==> src/rtl/mux_nto1_rr.sv <==
// ----------------------------------------------------------------------------
// mux_nto1_rr
//   Registered N:1 channel multiplexer with per-channel valid and a downstream
//   ready handshake. The channel is chosen either by an external select
//   (fixed mode) or by a round-robin arbiter that starts scanning at a
//   rotating pointer. The chosen word is captured into the output register
//   one cycle after the combinational grant.
//
// Ports
//   inClock   in   1             rising-edge clock
//   inReset   in   1             asynchronous reset, active-high
//   inData    in   N_CH*DATA_W   channel i at [i*DATA_W +: DATA_W]
//   inValid   in   N_CH          bit i: channel i presents a word
//   inSel     in   SEL_W         channel select, fixed mode only
//   inMode    in   1             0 = fixed select, 1 = round-robin
//   inReady   in   1             downstream accepts outData this cycle
//   outGrant  out  N_CH          one-hot, combinational: channel consumed now
//   outData   out  DATA_W        registered output word
//   outValid  out  1             outData/outChan hold a valid word
//   outChan   out  SEL_W         channel that supplied outData
// ----------------------------------------------------------------------------
module mux_nto1_rr #(
    parameter  int N_CH   = 4,
    parameter  int DATA_W = 4,
    localparam int SEL_W  = (N_CH > 1) ? $clog2(N_CH) : 1
) (
    input  logic                     inClock,
    input  logic                     inReset,
    input  logic [N_CH*DATA_W-1:0]   inData,
    input  logic [N_CH-1:0]          inValid,
    input  logic [SEL_W-1:0]         inSel,
    input  logic                     inMode,
    input  logic                     inReady,
    output logic [N_CH-1:0]          outGrant,
    output logic [DATA_W-1:0]        outData,
    output logic                     outValid,
    output logic [SEL_W-1:0]         outChan
);

    // Pointer value following a granted channel, wrapping at N_CH-1 (not at
    // 2**SEL_W, so non-power-of-two channel counts rotate correctly).
    function automatic logic [SEL_W-1:0] next_ptr(input logic [SEL_W-1:0] c);
        logic [SEL_W-1:0] n;
        if (int'(c) >= (N_CH - 1)) begin
            n = {SEL_W{1'b0}};
        end else begin
            n = c + {{(SEL_W-1){1'b0}}, 1'b1};
        end
        return n;
    endfunction

    logic [SEL_W-1:0]  ptr_r;
    logic              fix_found_s;
    logic              rr_found_s;
    logic [SEL_W-1:0]  rr_chan_s;
    logic              found_s;
    logic [SEL_W-1:0]  chan_s;
    logic              load_s;
    logic [DATA_W-1:0] word_s;

    // Fixed-mode lookup; a select beyond the last channel never matches.
    always_comb begin
        fix_found_s = 1'b0;
        for (int i = 0; i < N_CH; i++) begin
            if (int'(inSel) == i) begin
                fix_found_s = inValid[i];
            end else begin
                fix_found_s = fix_found_s;
            end
        end
    end

    // Round-robin scan: first pass ptr..N_CH-1, second pass 0..ptr-1.
    always_comb begin
        rr_found_s = 1'b0;
        rr_chan_s  = ptr_r;
        for (int i = 0; i < N_CH; i++) begin
            if (!rr_found_s && (i >= int'(ptr_r)) && inValid[i]) begin
                rr_found_s = 1'b1;
                rr_chan_s  = SEL_W'(i);
            end else begin
                rr_found_s = rr_found_s;
            end
        end
        for (int i = 0; i < N_CH; i++) begin
            if (!rr_found_s && (i < int'(ptr_r)) && inValid[i]) begin
                rr_found_s = 1'b1;
                rr_chan_s  = SEL_W'(i);
            end else begin
                rr_found_s = rr_found_s;
            end
        end
    end

    // Mode select, load decision and the word of the chosen channel.
    always_comb begin
        if (inMode) begin
            found_s = rr_found_s;
            chan_s  = rr_chan_s;
        end else begin
            found_s = fix_found_s;
            chan_s  = inSel;
        end
        // The output register can take a word when empty or being drained.
        load_s = (!outValid || inReady) && found_s;
        word_s = {DATA_W{1'b0}};
        for (int i = 0; i < N_CH; i++) begin
            if (int'(chan_s) == i) begin
                word_s = inData[i*DATA_W +: DATA_W];
            end else begin
                word_s = word_s;
            end
        end
    end

    // One-hot grant of the consumed channel, suppressed while in reset.
    always_comb begin
        outGrant = {N_CH{1'b0}};
        for (int i = 0; i < N_CH; i++) begin
            if (load_s && !inReset && (int'(chan_s) == i)) begin
                outGrant[i] = 1'b1;
            end else begin
                outGrant[i] = 1'b0;
            end
        end
    end

    // Output register: load, drain (valid drops, data/chan kept) or stall.
    always_ff @(posedge inClock or posedge inReset) begin
        if (inReset) begin
            outData  <= {DATA_W{1'b0}};
            outChan  <= {SEL_W{1'b0}};
            outValid <= 1'b0;
        end else if (load_s) begin
            outData  <= word_s;
            outChan  <= chan_s;
            outValid <= 1'b1;
        end else if (inReady) begin
            outValid <= 1'b0;
        end else begin
            outValid <= outValid;
        end
    end

    // Round-robin pointer advances only on a round-robin load.
    always_ff @(posedge inClock or posedge inReset) begin
        if (inReset) begin
            ptr_r <= {SEL_W{1'b0}};
        end else if (load_s && inMode) begin
            ptr_r <= next_ptr(chan_s);
        end else begin
            ptr_r <= ptr_r;
        end
    end

endmodule
==> config.mk <==
export PLATFORM = sky130hd
export DESIGN_NAME = mux_nto1_rr
export DESIGN_NICKNAME = d
export VERILOG_FILES = /design/src/rtl/mux_nto1_rr.sv
export SDC_FILE = /design/constraint.sdc
export NUM_CORES = 1
export LEC_CHECK = 0
export BUFFER_PORTS_ARGS = -buffer_cell sky130_fd_sc_hd__buf_2
export CORE_MARGIN = 2
export CORE_UTILIZATION = 46
export DETAILED_ROUTE_END_ITERATION = 10
export GPL_TIMING_DRIVEN = 0
export PLACE_DENSITY_LB_ADDON = 0.05
export SKIP_CTS_REPAIR_TIMING = 1
export SLEW_MARGIN = 0
export SYNTH_ARGS = -nofsm -noshare
export SYNTH_HDL_FRONTEND = slang
export SYNTH_SLANG_ARGS = --single-unit
export TNS_END_PERCENT = 10
==> constraint.sdc <==
create_clock -name inClock -period 2.6 [get_ports inClock]
set_clock_uncertainty 0.1 [all_clocks]
set_input_delay 0.26 -clock inClock [delete_from_list [all_inputs] [get_ports inClock]]
set_output_delay 0.26 -clock inClock [all_outputs]
set_load 0.1 [all_outputs]
Word level (Yosys, flattened, before mapping)
Cells that the tools add are included.
W data, S select, Z words.
{"block": "totals", "elab_cells": 80, "reg_bits": 9, "output_inout_bits": 11}
{"block": "classes", "reduce_logical": 31, "eq_ne": 6, "n_addsub": 1, "muxes": 31, "magnitude_cmp": 7}
{"op": "$logic_and A1 B1 Y1", "n": 19}
{"op": "$mux W1", "n": 18}
{"op": "$mux W2", "n": 9}
{"op": "$mux W4", "n": 4}
{"op": "$eq A2 B2 Y1 const B", "n": 4}
{"op": "$logic_not A1 Y1", "n": 8}
{"op": "$eq A2 B1 Y1 const B", "n": 2}
{"op": "$ge A1 B2 Y1 const A", "n": 2}
{"op": "$logic_not A2 Y1", "n": 2}
{"op": "$lt A1 B2 Y1 const A", "n": 2}
{"op": "$add A2 B1 Y2 const B", "n": 1}
{"op": "$ge A2 B2 Y1 const A", "n": 1}
{"op": "$ge A2 B2 Y1 const B", "n": 1}
{"op": "$lt A2 B2 Y1 const A", "n": 1}
{"op": "$reduce_bool A2 Y1", "n": 1}
{"op": "$logic_or A1 B1 Y1", "n": 1}

Longest topological paths before layout
{"block": "logic_depth", "depth_word": 32, "depth_mapped": 10, "mapped_depth_nobuf": 9}

Least setup slack after synthesis
No wires, ideal clock.
{"block": "synth_timing", "path_kind": "register to output", "from": "reg ptr_r[0]", "to": "out outGrant[3]", "t_arrival_ps": 3764, "setup_slack_ps": -1524, "path_buffers": 1, "stages_incl_launch_ff": 7, "path_cell_list": "dfrtp_1 inv_1 o31a_1 o41ai_4 ha_1 buf_1 nor3b_1"}
{"block": "synth_via", "word_cells_on_any_way": 45, "cone_classes": "order compare (6); eq/ne (1); mux (17); reduce/logical (21)"}
{"element": "start, declared", "line": "52", "text": "logic [SEL_W-1:0] ptr_r;"}
{"element": "start signal, assigned", "line": "148", "text": "ptr_r <= {SEL_W{1'b0}};"}
{"element": "start signal, assigned", "line": "150", "text": "ptr_r <= next_ptr(chan_s);"}
{"element": "start signal, assigned", "line": "152", "text": "ptr_r <= ptr_r;"}
{"element": "$ge A1 B2 Y1", "line": "78", "text": "if (!rr_found_s && (i >= int'(ptr_r)) && inValid[i]) begin"}
{"element": "$logic_and A1 B1 Y1", "line": "78"}
{"element": "$mux W1", "line": "78"}
{"element": "$logic_not A1 Y1", "line": "78"}
{"element": "$logic_and A1 B1 Y1 (2 in a row)", "line": "78"}
{"element": "$mux W1", "line": "78"}
{"element": "$logic_not A1 Y1", "line": "78"}
{"element": "$logic_and A1 B1 Y1 (2 in a row)", "line": "78"}
{"element": "[... 12 more ...]"}
{"element": "$logic_not A1 Y1", "line": "86", "text": "if (!rr_found_s && (i < int'(ptr_r)) && inValid[i]) begin"}
{"element": "$logic_and A1 B1 Y1 (2 in a row)", "line": "86"}
{"element": "$mux W2 (*)", "line": "86"}
{"element": "$mux W2 (*)", "line": "97", "text": "if (inMode) begin"}
{"element": "via chan_s[0]", "line": "57", "text": "logic [SEL_W-1:0] chan_s;"}
{"element": "$eq A2 B1 Y1 (*)", "line": "120", "text": "if (load_s && !inReset && (int'(chan_s) == i)) begin"}
{"element": "$logic_and A1 B1 Y1 (*)", "line": "120"}
{"element": "$mux W1 (*)", "line": "120"}
{"element": "end, declared", "line": "34", "text": "output logic [N_CH-1:0] outGrant,"}
The timed path passes the listed nets; every way through them passes the cells marked *.

Final worst setup path
{"block": "layout_timing", "from": "reg ptr_r[1]", "to": "out outGrant[1]"}
{"block": "layout_via", "elab_chain_cells": 31, "word_cells_on_any_way": 45, "cone_classes": "order compare (6); eq/ne (1); mux (17); reduce/logical (21)"}
{"element": "$ge A1 B2 Y1", "line": "78"}
{"element": "$logic_and A1 B1 Y1", "line": "78"}
{"element": "$mux W1", "line": "78"}
{"element": "$logic_not A1 Y1", "line": "78"}
{"element": "$logic_and A1 B1 Y1 (2 in a row)", "line": "78"}
{"element": "$mux W1", "line": "78"}
{"element": "$logic_not A1 Y1", "line": "78"}
{"element": "$logic_and A1 B1 Y1 (2 in a row)", "line": "78"}
{"element": "[... 12 more ...]"}
{"element": "$logic_not A1 Y1", "line": "86"}
{"element": "$logic_and A1 B1 Y1 (2 in a row)", "line": "86"}
{"element": "$mux W1", "line": "86"}
{"element": "$mux W1", "line": "97"}
{"element": "$logic_and A1 B1 Y1", "line": "105", "text": "load_s = (!outValid || inReady) && found_s;"}
{"element": "$logic_and A1 B1 Y1", "line": "120"}
{"element": "$logic_and A1 B1 Y1 (*)", "line": "120"}
{"element": "$mux W1 (*)", "line": "120"}
Mark *: on every way between the ends. The rest lies on a longest branch, timed or not.

==> impl_summary.log <==
[metrics] run status: complete, but fails checks
[metrics] violations in the final reports: setup timing
[metrics] die area: 2120 sq um
[metrics] net count of the finished layout: roughly 160
[metrics] Syn-to-layout area delta: 44.8%
[metrics] TritonCTS clock tree: done
[metrics] worst slew margin relative to its limit: 67.9%
[metrics] area of the core: 1690 sq um
[metrics] hold path start: inReady
[metrics] cells after synthesis: 86
[metrics] total negative slack: -23.1 ps
[metrics] detailed-routed wire length on met2: 1120 um
[metrics] Yosys warning count: 0
[metrics] part of the cycle the worst path needs: 101%
[metrics] min cycle time layout: 2620 ps
[metrics] #FFs+latches synth: 9
[metrics] x dimension of the die: 46.0 um
[metrics] Fillers: 152
[metrics] number of library cell types mapped by synthesis: 34
[metrics] Finished Core Util: a little over two thirds
[metrics] critical path launch point type: flip-flop
[metrics] r2r endpoint: outData[2]
[metrics] count of maximum capacitance violations: 0
[metrics] root buffer cell: clkbuf_4
[metrics] initial antenna violation count: 0
[metrics] met1 routed wirelength after detailed routing: approximately 840 um
[metrics] level count of the clock H-tree: 1
[metrics] remaining number of nets flagged by the antenna check after routing: 0
[metrics] Worst Tran Pin Value: 485 ps
[metrics] total buffers and inverters traversed by the critical path: 1
[metrics] final wirelength: 2080 um
[metrics] number of rows created at floorplan: 15
[metrics] Antenna diodes: 0
[metrics] drc violations: 0
[metrics] main flop type after synthesis: dfrtp_1
[metrics] biggest cell delay along the critical path: about 450 ps
[metrics] Worst path top cell family by delay: simple AND/OR/NAND/NOR gates
[metrics] critical-path cell list: nor3_1, nor2_1, a211oi_2, or2_2, ha_2, nor3b_4, buf_12
[metrics] placed instance area: roughly 1100 sq um
[metrics] Critical Path AT: ~2300 ps
[metrics] most common cell in the netlist: dfrtp_1
[metrics] register area share after synthesis: between 20% and 30%
[metrics] Hold EP: outValid
[metrics] CP endpoint kind: output pin
[metrics] number of global-route vias before repair: 690
[metrics] layout cell share with drive strength beyond 1: between 50 and 60%
[metrics] detailed-route via count: 795
[metrics] Cell Pwr Density: 947 nW/um^2
[metrics] FF-to-FF setup slack: 10 ps
[metrics] Post-synth ARST share: between 90% and 100%
[metrics] number of max-slew violations in the final report: 0
[metrics] post-synth design cell area: 813 sq um
[metrics] largest net degree at the start of global routing: 11
[metrics] clock tree buffer depth: 2
[metrics] post-route cell area: around 1200 sq um
[metrics] Die H: around 46 um
[metrics] WS Path Type: reg -> out
[metrics] initial detailed-routing violation count: 17
[metrics] Post-Syn Area per Cell: 9.46 sq um
[metrics] Sinks on Clock Net: 9
[metrics] Setup Viol. Count Final: 1
[metrics] Register-to-Register Path Depth: 9
[metrics] Crit-path slowest cell: dfrtp_2
[metrics] leak pwr: 0.000572 uW
[metrics] Met3 Routed Length: 108 um
[metrics] Placement Setup Slack: -167 ps
[metrics] Non-Filler Instances: roughly 140
[metrics] worst hold path stage count: 3
[metrics] first-pass detailed-route iteration total: 4
[metrics] hpwl dp: about 1500 um
[metrics] Highest Signal Layer: met4
[metrics] total of buffers placed on input and output ports: 36
[metrics] overall overflow remaining after global route: 0
[metrics] overall routing resource usage: between 10% and 20%
[metrics] startpoint of the worst-slack reg-to-reg timing path: ptr_r[0]
[metrics] top fanout value on the critical path: 7
[metrics] RSZ-0062 raised after global routing: true
[metrics] routability cong.: between 0.8 and 0.9
[metrics] routed via count divided by cell count: 5.52
[metrics] area share of the largest cell type after synthesis: 27.7%
[metrics] wire length of the first global-routing pass: 2940 um
[metrics] total placed cells including tap cells: 139
[metrics] ranking of synthesized cells by instance count: dfrtp_1 (9), nand2_1 (8), inv_1 (6)
[metrics] largest area contributor in the synthesized netlist: dfrtp_1
[metrics] Mapped Nets: between 100 and 150
[metrics] biggest area contributors in the synthesized netlist: dfrtp_1 (28%), mux2_4 (7.4%), ha_1 (6.2%), nor2b_1 (3.8%), mux2i_1 (3.7%)
[metrics] starting utilization of the core area: between 40% and 50%
[metrics] latest clock arrival within the worst-skew pair: 260 ps
[metrics] maximum vdd drop: 0.615 mV
[metrics] Routed WL per cell: roughly 14 um
[metrics] post-route worst setup slack: -23.1 ps
[metrics] required arrival time at the worst endpoint: 2240 ps
[metrics] worst hold path type: in -> reg
[metrics] highest clock frequency the design can meet: 0.381 GHz
[metrics] Post-synth EDFFs: 0
[metrics] CTS buffer count: 3
[metrics] total I/O pin count: 37
[metrics] Reg clk slew, reported paths: 60 ps
[metrics] number of failing hold endpoints at the final stage: 0
[area by class of cell]
type | instances | area [sq um] | area share (%)
inverters | 6 | 22.5 | 1.91
flip-flops and latches | 9 | 226 | 19.2
clock buffers | 4 | 26.3 | 2.23
well taps | 17 | 21.3 | 1.81
multi-input cells | 69 | 638 | 54.2
repair buffers | 39 | 243 | 20.6
[where the power goes]
group	total (uW)	switching, uW	leakage [uW]	internal, uW
clock	107	47.6	0.0000150	59.1
sequential	241	42.4	0.000105	199
combinational	768	532	0.000452	236
[registers in the layout (all words and copies together) (netlist names)]
signal,cells
outValid,1
outChan,2
outData,4
ptr_r,2
[routing by layer]
metal	track usage, %	vias to the layer above
met5	0	-
met4	6.86	0
met3	5.95	2
met2	31.1	23
met1	25.0	373
li1	-	397
[layout by cell type, fill, tap and decap left out, types with 4 or more instances in the layout]
cell type  netlist  routed
nor2_1           5       4
nor2b_1          5       5
inv_1            6       6
buf_2            0      32
dfrtp_1          9       8
nand2_1          8       8
mux2_4           4       4
[worst min-delay path, delay by kind of cell]
kind | cells | cell delay (ps)
buf+inv | 1 | 70
simple gates | 2 | 210
[how the worst max path moves through the flow]
stage | endpoint | cells past startpoint | start | slack [ps]
floorplan | outGrant[0] | 3 | outValid | -260
global placement | outGrant[3] | 7 | ptr_r[0] | -120
detailed placement | outGrant[3] | 7 | ptr_r[0] | -170
CTS | outGrant[3] | 7 | ptr_r[0] | -460
global route | outGrant[1] | 7 | ptr_r[1] | -130
finish | outGrant[1] | 7 | ptr_r[1] | -20
[kinds of logic after synthesis]
| group | count (synthesis) | share of synthesized area (%) |
|---|---|---|
| adder cells (fa/ha/maj) | 4 | 6.15 |
| AO/OA/AOI/OAI | 19 | 21.7 |
| multiplexers | 9 | 13.8 |
| buffers and inverters | 8 | 3.69 |
| flip-flops | 9 | 27.7 |
| AND/OR/NAND/NOR | 37 | 26.9 |
[per-stage QoR]
step,hold WS [ps],power [uW]
2_1_floorplan,-12.1,830
3_3_place_gp,239,943
3_5_place_dp,245,953
4_1_cts,-42.7,1070
5_1_grt,234,1180
6_report,207,1120
Power figures use the tool's default switching activity.
